**config.mk**
```make
export PLATFORM = sky130hd
export DESIGN_NAME = turbo_rd_addr
export DESIGN_NICKNAME = d
export VERILOG_FILES = /design/src/rtl/turbo_pkg.sv /design/src/rtl/turbo_mod_step.sv /design/src/rtl/turbo_rd_addr.sv
export SDC_FILE = /design/constraint.sdc
export NUM_CORES = 1
export LEC_CHECK = 0
export ABC_AREA = 0
export BUFFER_PORTS_ARGS = -buffer_cell sky130_fd_sc_hd__buf_4
export CAP_MARGIN = 20
export CELL_PAD_IN_SITES_DETAIL_PLACEMENT = 0
export CELL_PAD_IN_SITES_GLOBAL_PLACEMENT = 2
export CORE_ASPECT_RATIO = 1.2
export CORE_MARGIN = 5
export CORE_UTILIZATION = 38
export CTS_CLUSTER_SIZE = 28
export DETAILED_ROUTE_END_ITERATION = 7
export PLACE_DENSITY_LB_ADDON = 0.1
export SYNTH_ARGS = -nofsm -noshare
export SYNTH_HDL_FRONTEND = slang
export SYNTH_SLANG_ARGS = --single-unit
```
**constraint.sdc**
```tcl
create_clock -name clk -period 12.7 [get_ports clk]
set_clock_uncertainty 0.1 [all_clocks]
set_input_delay 1.27 -clock clk [delete_from_list [all_inputs] [get_ports clk]]
set_output_delay 1.27 -clock clk [all_outputs]
set_load 0.01 [all_outputs]
```
**src/rtl/turbo_pkg.sv**
```systemverilog
// Shared turbo interleaver constants: PB size codes, pair counts and
// interleave steps. The write side and pb_encoder use the same values.
package turbo_pkg;

    // Bit-pair index width that covers the largest PB (2080 pairs).
    localparam int unsigned TURBO_AW = 12;

    typedef enum logic [1:0] {
        PB16    = 2'b00,
        PB136   = 2'b01,
        PB520   = 2'b10,
        PB_RSVD = 2'b11
    } pb_size_e;

    typedef enum logic [1:0] {
        ST_IDLE,
        ST_RUN,
        ST_DRAIN,
        ST_DONE
    } rd_state_e;

    localparam logic [TURBO_AW-1:0] LEN_PB16  = TURBO_AW'(64);
    localparam logic [TURBO_AW-1:0] LEN_PB136 = TURBO_AW'(544);
    localparam logic [TURBO_AW-1:0] LEN_PB520 = TURBO_AW'(2080);

    // Each step is coprime with its length, so k*S mod L visits every index once.
    localparam logic [TURBO_AW-1:0] STEP_PB16  = TURBO_AW'(31);
    localparam logic [TURBO_AW-1:0] STEP_PB136 = TURBO_AW'(33);
    localparam logic [TURBO_AW-1:0] STEP_PB520 = TURBO_AW'(31);

    function automatic logic [TURBO_AW-1:0] pb_len_lut(input pb_size_e sz);
        case (sz)
            PB16:    return LEN_PB16;
            PB136:   return LEN_PB136;
            PB520:   return LEN_PB520;
            default: return '0;
        endcase
    endfunction

    function automatic logic [TURBO_AW-1:0] pb_step_lut(input pb_size_e sz);
        case (sz)
            PB16:    return STEP_PB16;
            PB136:   return STEP_PB136;
            PB520:   return STEP_PB520;
            default: return '0;
        endcase
    endfunction

endpackage

```
**src/rtl/turbo_mod_step.sv**
```systemverilog
// Combinational modular step: nxt = (a + step) mod len, with a, step < len.
// Kept standalone so the write/interleave side can reuse it.
module turbo_mod_step
    import turbo_pkg::*;
#(
    parameter int unsigned AW = TURBO_AW
) (
    input  logic [AW-1:0] a,
    input  logic [AW-1:0] step,
    input  logic [AW-1:0] len,
    output logic [AW-1:0] nxt
);

    logic [AW:0] sum;

    // One extra bit holds the carry; a single conditional subtract folds it back.
    always_comb begin
        sum = {1'b0, a} + {1'b0, step};
        if (sum >= {1'b0, len}) begin
            sum = sum - {1'b0, len};
        end
        nxt = sum[AW-1:0];
    end

endmodule

```
**src/rtl/turbo_rd_addr.sv**
```systemverilog
// Read-side address generator for the turbo interleaver pair RAM.
// Issues a(k) = k*S mod L for k = 0..L-1 under rd_ready back-pressure and
// delays the read enable by the RAM latency to flag output data valid.
module turbo_rd_addr
    import turbo_pkg::*;
#(
    parameter int unsigned AW      = TURBO_AW,
    parameter int unsigned RAM_LAT = 1
) (
    input  logic          clk,
    input  logic          n_rst,
    input  logic          start,
    input  logic [1:0]    pb_size,
    input  logic          rd_ready,
    output logic [AW-1:0] raddr,
    output logic          ren,
    output logic [AW-1:0] pb_len,
    output logic          busy,
    output logic          dout_vld,
    output logic          last,
    output logic          done
);

    localparam int unsigned DW = $clog2(RAM_LAT + 1);

    rd_state_e          state_q, state_d;
    logic [AW-1:0]      a_q, a_d;
    logic [AW-1:0]      k_q, k_d;
    logic [AW-1:0]      len_q, len_d;
    logic [AW-1:0]      step_q, step_d;
    logic [DW-1:0]      dcnt_q, dcnt_d;
    logic               busy_q, busy_d;
    logic               done_q, done_d;
    logic [RAM_LAT-1:0] vld_q, vld_d;
    logic [RAM_LAT-1:0] lst_q, lst_d;

    logic [AW-1:0]      a_nxt;
    logic               k_last;
    pb_size_e           size_e;

    assign size_e = pb_size_e'(pb_size);
    assign ren    = rd_ready && (state_q == ST_RUN);
    assign k_last = (k_q == (len_q - AW'(1)));

    turbo_mod_step #(
        .AW (AW)
    ) u_step (
        .a    (a_q),
        .step (step_q),
        .len  (len_q),
        .nxt  (a_nxt)
    );

    // Next-state logic for the readout FSM, index counter and address.
    // The address is not advanced on the final pair so raddr keeps showing
    // the last issued index until the next PB starts.
    always_comb begin
        state_d = state_q;
        a_d     = a_q;
        k_d     = k_q;
        len_d   = len_q;
        step_d  = step_q;
        dcnt_d  = dcnt_q;
        case (state_q)
            ST_IDLE: begin
                if (start && (size_e != PB_RSVD)) begin
                    state_d = ST_RUN;
                    len_d   = AW'(pb_len_lut(size_e));
                    step_d  = AW'(pb_step_lut(size_e));
                    a_d     = '0;
                    k_d     = '0;
                end
            end
            ST_RUN: begin
                if (ren) begin
                    if (k_last) begin
                        state_d = ST_DRAIN;
                        dcnt_d  = '0;
                    end else begin
                        a_d = a_nxt;
                        k_d = k_q + AW'(1);
                    end
                end
            end
            ST_DRAIN: begin
                if (dcnt_q == DW'(RAM_LAT - 1)) begin
                    state_d = ST_DONE;
                end else begin
                    dcnt_d = dcnt_q + DW'(1);
                end
            end
            default: begin
                state_d = ST_IDLE;
            end
        endcase
        busy_d = (state_d == ST_RUN) || (state_d == ST_DRAIN);
        done_d = (state_d == ST_DONE);
    end

    // Valid/last delay line matching the RAM read latency.
    always_comb begin
        vld_d    = '0;
        lst_d    = '0;
        vld_d[0] = ren;
        lst_d[0] = ren && k_last;
        for (int unsigned i = 1; i < RAM_LAT; i++) begin
            vld_d[i] = vld_q[i-1];
            lst_d[i] = lst_q[i-1];
        end
    end

    // FSM state and registered status outputs; reset aborts any readout.
    always_ff @(posedge clk or negedge n_rst) begin
        if (!n_rst) begin
            state_q <= ST_IDLE;
            a_q     <= '0;
            k_q     <= '0;
            len_q   <= '0;
            step_q  <= '0;
            dcnt_q  <= '0;
            busy_q  <= 1'b0;
            done_q  <= 1'b0;
        end else begin
            state_q <= state_d;
            a_q     <= a_d;
            k_q     <= k_d;
            len_q   <= len_d;
            step_q  <= step_d;
            dcnt_q  <= dcnt_d;
            busy_q  <= busy_d;
            done_q  <= done_d;
        end
    end

    // Delay line registers; cleared by reset so in-flight data is dropped.
    always_ff @(posedge clk or negedge n_rst) begin
        if (!n_rst) begin
            vld_q <= '0;
            lst_q <= '0;
        end else begin
            vld_q <= vld_d;
            lst_q <= lst_d;
        end
    end

    assign raddr    = a_q;
    assign pb_len   = len_q;
    assign busy     = busy_q;
    assign done     = done_q;
    assign dout_vld = vld_q[RAM_LAT-1];
    assign last     = lst_q[RAM_LAT-1];

endmodule

```
# == Word level (Yosys, flattened, before mapping) ==
# Index checks and enable logic that the tools add are counted.
# word_totals
regBits,55
latch_bits,0
ramBits,0
mem_bits_ro,0
input_bits,6
out_inout_bits,29
word_cells,60
memories,0
# op_classes
n_addsub,5
n_mul,0
div,0
magnitude_cmp,1
eq_ne,13
n_shift,0
mux,19
n_bitwise,0
n_reduce_logical,12
# op_table
operator,count
$mux W12,6
$pmux W12 S2,2
$pmux W12 S3,1
$add A12 B12 Y13,1
$ge A13 B12 Y1,1
$add A12 B1 Y12 const B,1
$eq A12 B12 Y1,1
$pmux W6 S2,1
$sub A12 B1 Y12 const B,1
$sub A12 B12 Y12,1
$ne A2 B2 Y1 const B,5
$eq A2 B2 Y1 const B,4
$mux W2,4
$eq A2 B1 Y1 const B,3
$pmux W2 S3,1
$logic_not A2 Y1,2
$reduce_and A4 Y1,1
$reduce_bool A2 Y1,2
$logic_and A1 B1 Y1,3
$mux W1,3
$reduce_and A3 Y1,1
$pmux W1 S2,1
$reduce_and A2 Y1,1
$reduce_or A2 Y1,1
other kinds (2),2

# == Longest topological paths before layout ==
# logic_depth
depth_word,7
depth_mapped,15
mapped_depth_nobuf,15

# == Cells and area by module ==
# From an unflattened synthesis, not the netlist that was laid out.
# unflattened
hier_cells,347
hier_area_um2,3060.4
# modules_own_cells
module,n_inst,cells_each,area_per_inst_um2,seq_area_each_um2
turbo_rd_addr,1,187,1798.0,900.9
turbo_mod_step,1,160,1262.5,0.0

# == Worst setup path before layout ==
# No wires, ideal clock.
# synth_path
kind,reg-to-reg
startpoint,register step_q[4]
endpoint,register a_q[7] (netlist: raddr[7])
arrival_ns,3.862
required_time_ns,12.524
slack_ns,8.662
stages_incl_launch_ff,16
n_path_buf,0
synth_period_minus_slack_ns,4.038
cell_sequence,dfrtp_1 ha_1 a21o_1 a22o_1 o311ai_2 xnor2_1 ha_1 inv_1 nor4b_1 o2111ai_1 a2111oi_0 nor3_1 a211oi_1 xnor2_1 or3_1 o21ai_1
# synth_between
elab_chain_len,6
elab_cells_between_ends,7
classes_between,2 x add/sub; 1 x order compare; 4 x mux
# synth_rtl
item,line_no,text
start: declaration,turbo_rd_addr.sv:30,"logic [AW-1:0] step_q, step_d;"
start signal: assignment,turbo_rd_addr.sv:128,step_q <= step_d;
$add A12 B12 Y13 *,turbo_mod_step.sv:18,"sum = {1'b0, a} + {1'b0, step};"
$sub A12 B12 Y12 / $ge A13 B12 Y1 (equally long branches),"turbo_mod_step.sv:20, turbo_mod_step.sv:19",
$mux W12 *,turbo_mod_step.sv:19,"if (sum >= {1'b0, len}) begin"
$mux W12 *,turbo_rd_addr.sv:76,if (k_last) begin
$mux W12 *,turbo_rd_addr.sv:75,if (ren) begin
$pmux W12 S2 *,turbo_rd_addr.sv:64,case (state_q)
end signal: assignment,turbo_rd_addr.sv:116,a_q <= '0;
end signal: assignment,turbo_rd_addr.sv:125,a_q <= a_d;
end: declaration,turbo_rd_addr.sv:27,"logic [AW-1:0] a_q, a_d;"
# Every way passes the cells marked *; elsewhere a longest branch is shown, timed or not. The select of a mux whose other input is x is not followed.
# A chain may end at the register's enable or synchronous reset.

# == Final worst setup path ==
# Ends and elaborated chain as after synthesis.

==> results by group <==
Logic synthesis
  – Number of flops mapped to enable cells by yosys: 0
  – Post-synth cell types: 58
  – Number of warning messages in the yosys log: 0
  – Leading register cell type out of synthesis: sky130_fd_sc_hd__dfrtp_1
  – Seq cells post-synth: 36
  – Mean instance size in the synthesized netlist: approximately 9.2 sq um
  – Post-synthesis instance total: 267
  – Share of the yosys chip area belonging to registers: around 37%
  – Netlist Area Pre-Place: roughly 0.0025 sq mm
  – Fraction of registers with async set/reset: 100%

Placement
  – Detailed Place HPWL: about 4.4 mm
  – # placed instances: 370
  – Count of input and output buffers: 26
  – GP Congestion: between 0.8 and 0.9

Critical path
  – Endpoint type of the worst setup path: flop
  – Launching element type of the critical path: flop
  – Cell-by-cell trace of the critical path: ha_1, a21o_1, a22o_1, o311ai_2, xnor2_1, ha_1, inv_1, nor4b_1, o2111ai_1, a2111oi_0, nor3_1, a211oi_1, xnor2_1, or3_1, o21ai_1
  – Maximum fanout along the worst path: 7
  – Crit path largest cell delay: roughly 530 ps
  – Crit path buf inv count: 1
  – Top delay family on crit path: compound AO/OA/AOI/OAI gates
  – Worst setup path category: reg -> reg
  – Required time of the critical path: approximately 13000 ps
  – Start point of the critical path: step_q[4]$_DFFE_PN0P_
  – Worst path arrival time: between 4000 and 5000 ps
  – Crit path max-delay cell type: sky130_fd_sc_hd__o311ai_2
  – Startpoint of the worst register-to-register path: step_q[4]$_DFFE_PN0P_

Min path
  – Origin of the worst min-delay path: step_q[0]$_DFFE_PN0P_
  – Class of the tightest hold or removal check: reg -> reg

Die
  – Core outline area: 0.00637 sq mm
  – Boundary Pins: 35
  – Row cnt: 32
  – Die H: around 100 microns
  – Initial core utilization: between 30 and 40%
  – Die span in x: 83.5 microns
  – Overall die area: 0.00820 sq mm

STA
  – Accumulated negative setup slack: 0 ps
  – Tmin final: ~4700 ps
  – Slew at the pin closest to its max-slew limit: between 800 and 900 ps
  – Final setup violation count: 0
  – Unrepaired setup endpoints after global routing: no
  – Portion of the clock cycle consumed by the worst path in the final layout: about 37%
  – Hold Vio Cnt, Final: 0
  – Maximum operating frequency: around 210 MHz
  – Count of pins over their slew limit: 0
  – Max-slew headroom at the worst pin: between 40% and 50%

Global route
  – GRT Overall Usage: 15.0%
  – Initial antenna violation count: 0
  – Overall overflow remaining after global route: 0
  – Number of global-route vias before repair: a little over 2000
  – Global-route wire length before repair: around 10 mm
  – Pin count of the biggest net entering global routing: 37

Clock tree
  – Clock-pin slew of the registers on the worst-case setup and hold paths: 80 ps
  – TritonCTS clock tree: done
  – Hold buffer count at cts: 0
  – Clock latency at the later pin of the worst-skew pair: roughly 290 ps
  – Clock Sink Count: 36
  – Number of CTS-inserted buffers: 5
  – Root buffer selected by CTS: sky130_fd_sc_hd__clkbuf_8
  – Number of setup buffers added after CTS: 0
  – Total of cells resized after clock tree synthesis: 0
  – CTS H-tree depth: 2
  – Bufs on Longest Clock Path: 2

Routing
  – Initial detailed-routing violation count: 74
  – Final Routed Wirelength: ~5.9 mm
  – Total iterations of the first detailed-routing run: 4
  – Routed vias: a little under 2000
  – Vias per cell: approximately 5.2
  – Antenna Violating Nets Remaining: 0
  – Residual DRC: 0
  – Drt wl/cell: 15.6 microns

Pwr
  – Power per Cell Area: between 200 and 250 mW/mm^2
  – Peak supply drop: 0.0779 mV
  – Static leakage power: about 1.3 nW

Final layout
  – Count of inserted antenna diode cells: 0
  – Layout net count: about 320
  – Number of standard cells in the layout, taps in and fillers out: ~380
  – Signed area change from the synthesized netlist to the final layout: 13.9%
  – Fraction of final layout cells sized beyond drive strength 1: 16.0%

Run status
  – Run status: complete, no violations

Job
  – Reported max-cap violation count: 0
## cell type report
type	instances	area, sq um
Tap cell	85	106
Clock buffer	6	82.6
Timing Repair Buffer	28	210
Clock inverter	2	10.0
Inverter	11	41.3
Multi-Input combinational cell	210	1450
Sequential cell	36	901
Fill cell	653	3560
## flip-flops by register name (all words and copies together), names as in the netlist
| signal | flops |
|---|---|
| busy | 1 |
| raddr | 12 |
| pb_len | 4 |
| done | 1 |
| state_q | 2 |
| step_q | 2 |
| last | 1 |
| dout_vld | 1 |
| k_q | 12 |
## path summary, 6_finish.rpt
kind / endpoint / slack, ps / cells past startpoint
max: raddr[7]$_DFFE_PN0P_ / 8040 / 15
min: step_q[0]$_DFFE_PN0P_ / 370 / 1
max reg2reg: raddr[7]$_DFFE_PN0P_ / 8040 / 15
min reg2reg: step_q[0]$_DFFE_PN0P_ / 370 / 1
max in group asynchronous: pb_len[9]$_DFFE_PN0P_ / 11330 / 1
min in group asynchronous: k_q[3]$_DFFE_PN0P_ / 830 / 1
## placed cells by master (no fill, tap or decap), types with 10 or more instances in the layout
cell                      synthesis  routed
sky130_fd_sc_hd__dfrtp_1         36      36
sky130_fd_sc_hd__nand3_1         16      16
sky130_fd_sc_hd__buf_4            9      28
sky130_fd_sc_hd__xnor2_1         15      15
sky130_fd_sc_hd__inv_1           11      11
sky130_fd_sc_hd__nand2_1         26      26
sky130_fd_sc_hd__xor2_1          12      12
sky130_fd_sc_hd__o21ai_0         10      10
sky130_fd_sc_hd__nor2_1          22      22
sky130_fd_sc_hd__ha_1            17      17
## cell usage after synthesis (2+ instances only)
cell	instances	area (sq um)
sky130_fd_sc_hd__nand4_1	3	18.8
sky130_fd_sc_hd__o21ai_0	10	50.1
sky130_fd_sc_hd__a21o_1	3	22.5
sky130_fd_sc_hd__nor4b_1	2	17.5
sky130_fd_sc_hd__and3_1	7	43.8
sky130_fd_sc_hd__nand2_1	26	97.6
sky130_fd_sc_hd__xor2_1	12	105
sky130_fd_sc_hd__a31oi_1	3	18.8
sky130_fd_sc_hd__nor2_1	22	82.6
sky130_fd_sc_hd__a21oi_1	9	45.0
sky130_fd_sc_hd__mux2i_1	2	20.0
sky130_fd_sc_hd__o21ai_1	3	15.0
sky130_fd_sc_hd__or3_1	8	50.1
sky130_fd_sc_hd__nand3_1	16	80.1
sky130_fd_sc_hd__nor3_1	4	20.0
sky130_fd_sc_hd__inv_1	11	41.3
sky130_fd_sc_hd__ha_1	17	213
sky130_fd_sc_hd__xnor2_1	15	131
sky130_fd_sc_hd__a211o_1	2	17.5
sky130_fd_sc_hd__nor4_1	3	18.8
sky130_fd_sc_hd__nand2b_1	2	12.5
sky130_fd_sc_hd__dfrtp_1	36	901
sky130_fd_sc_hd__buf_4	9	67.6
sky130_fd_sc_hd__fa_1	2	40.0
sky130_fd_sc_hd__clkbuf_1	7	26.3
## per-layer routing
metal  vias up  track usage (%)  share of wire [%]
met4         0             5.82                2.4
met5         -                0                  0
li1        981                -                  -
met3        11             2.95                3.9
met2        40             25.1                 49
met1       951             19.1                 44
## where the power goes
group          switching, mW  leakage, nW  internal [mW]
logic                  0.217        0.785          0.174
clock network         0.0429       0.0510         0.0433
registers             0.0414        0.460          0.146
total                  0.302         1.30          0.364
## cell families after synthesis
group                      Yosys count  share of synthesized area, %
other                                1                         0.152
DFF                                 36                          36.6
AOI/OAI and AO/OA                   50                          15.4
buffers and inverters               28                          5.69
and+or+nand+nor                    104                          21.4
xor gates and xnor gates            27                          9.60
adders and majority gates           19                          10.3
muxes                                2                         0.813
## stage by stage
step / util, % / power (mW) / hold WS [ps] / area, sq um / setup slack [ps]
finish: 44.1 / 0.666 / 372 / 2810 / 8040
global route: 44.1 / 0.730 / 423 / 2810 / 7630
CTS: 44.1 / 0.673 / 384 / 2810 / 8000
detailed placement: 42.6 / 0.582 / 363 / 2710 / 8040
global placement: 42.6 / 0.584 / 353 / 2710 / 8210
floorplan: - / 0.472 / 339 / 2490 / 8660
(Power assumes the default switching activity.)
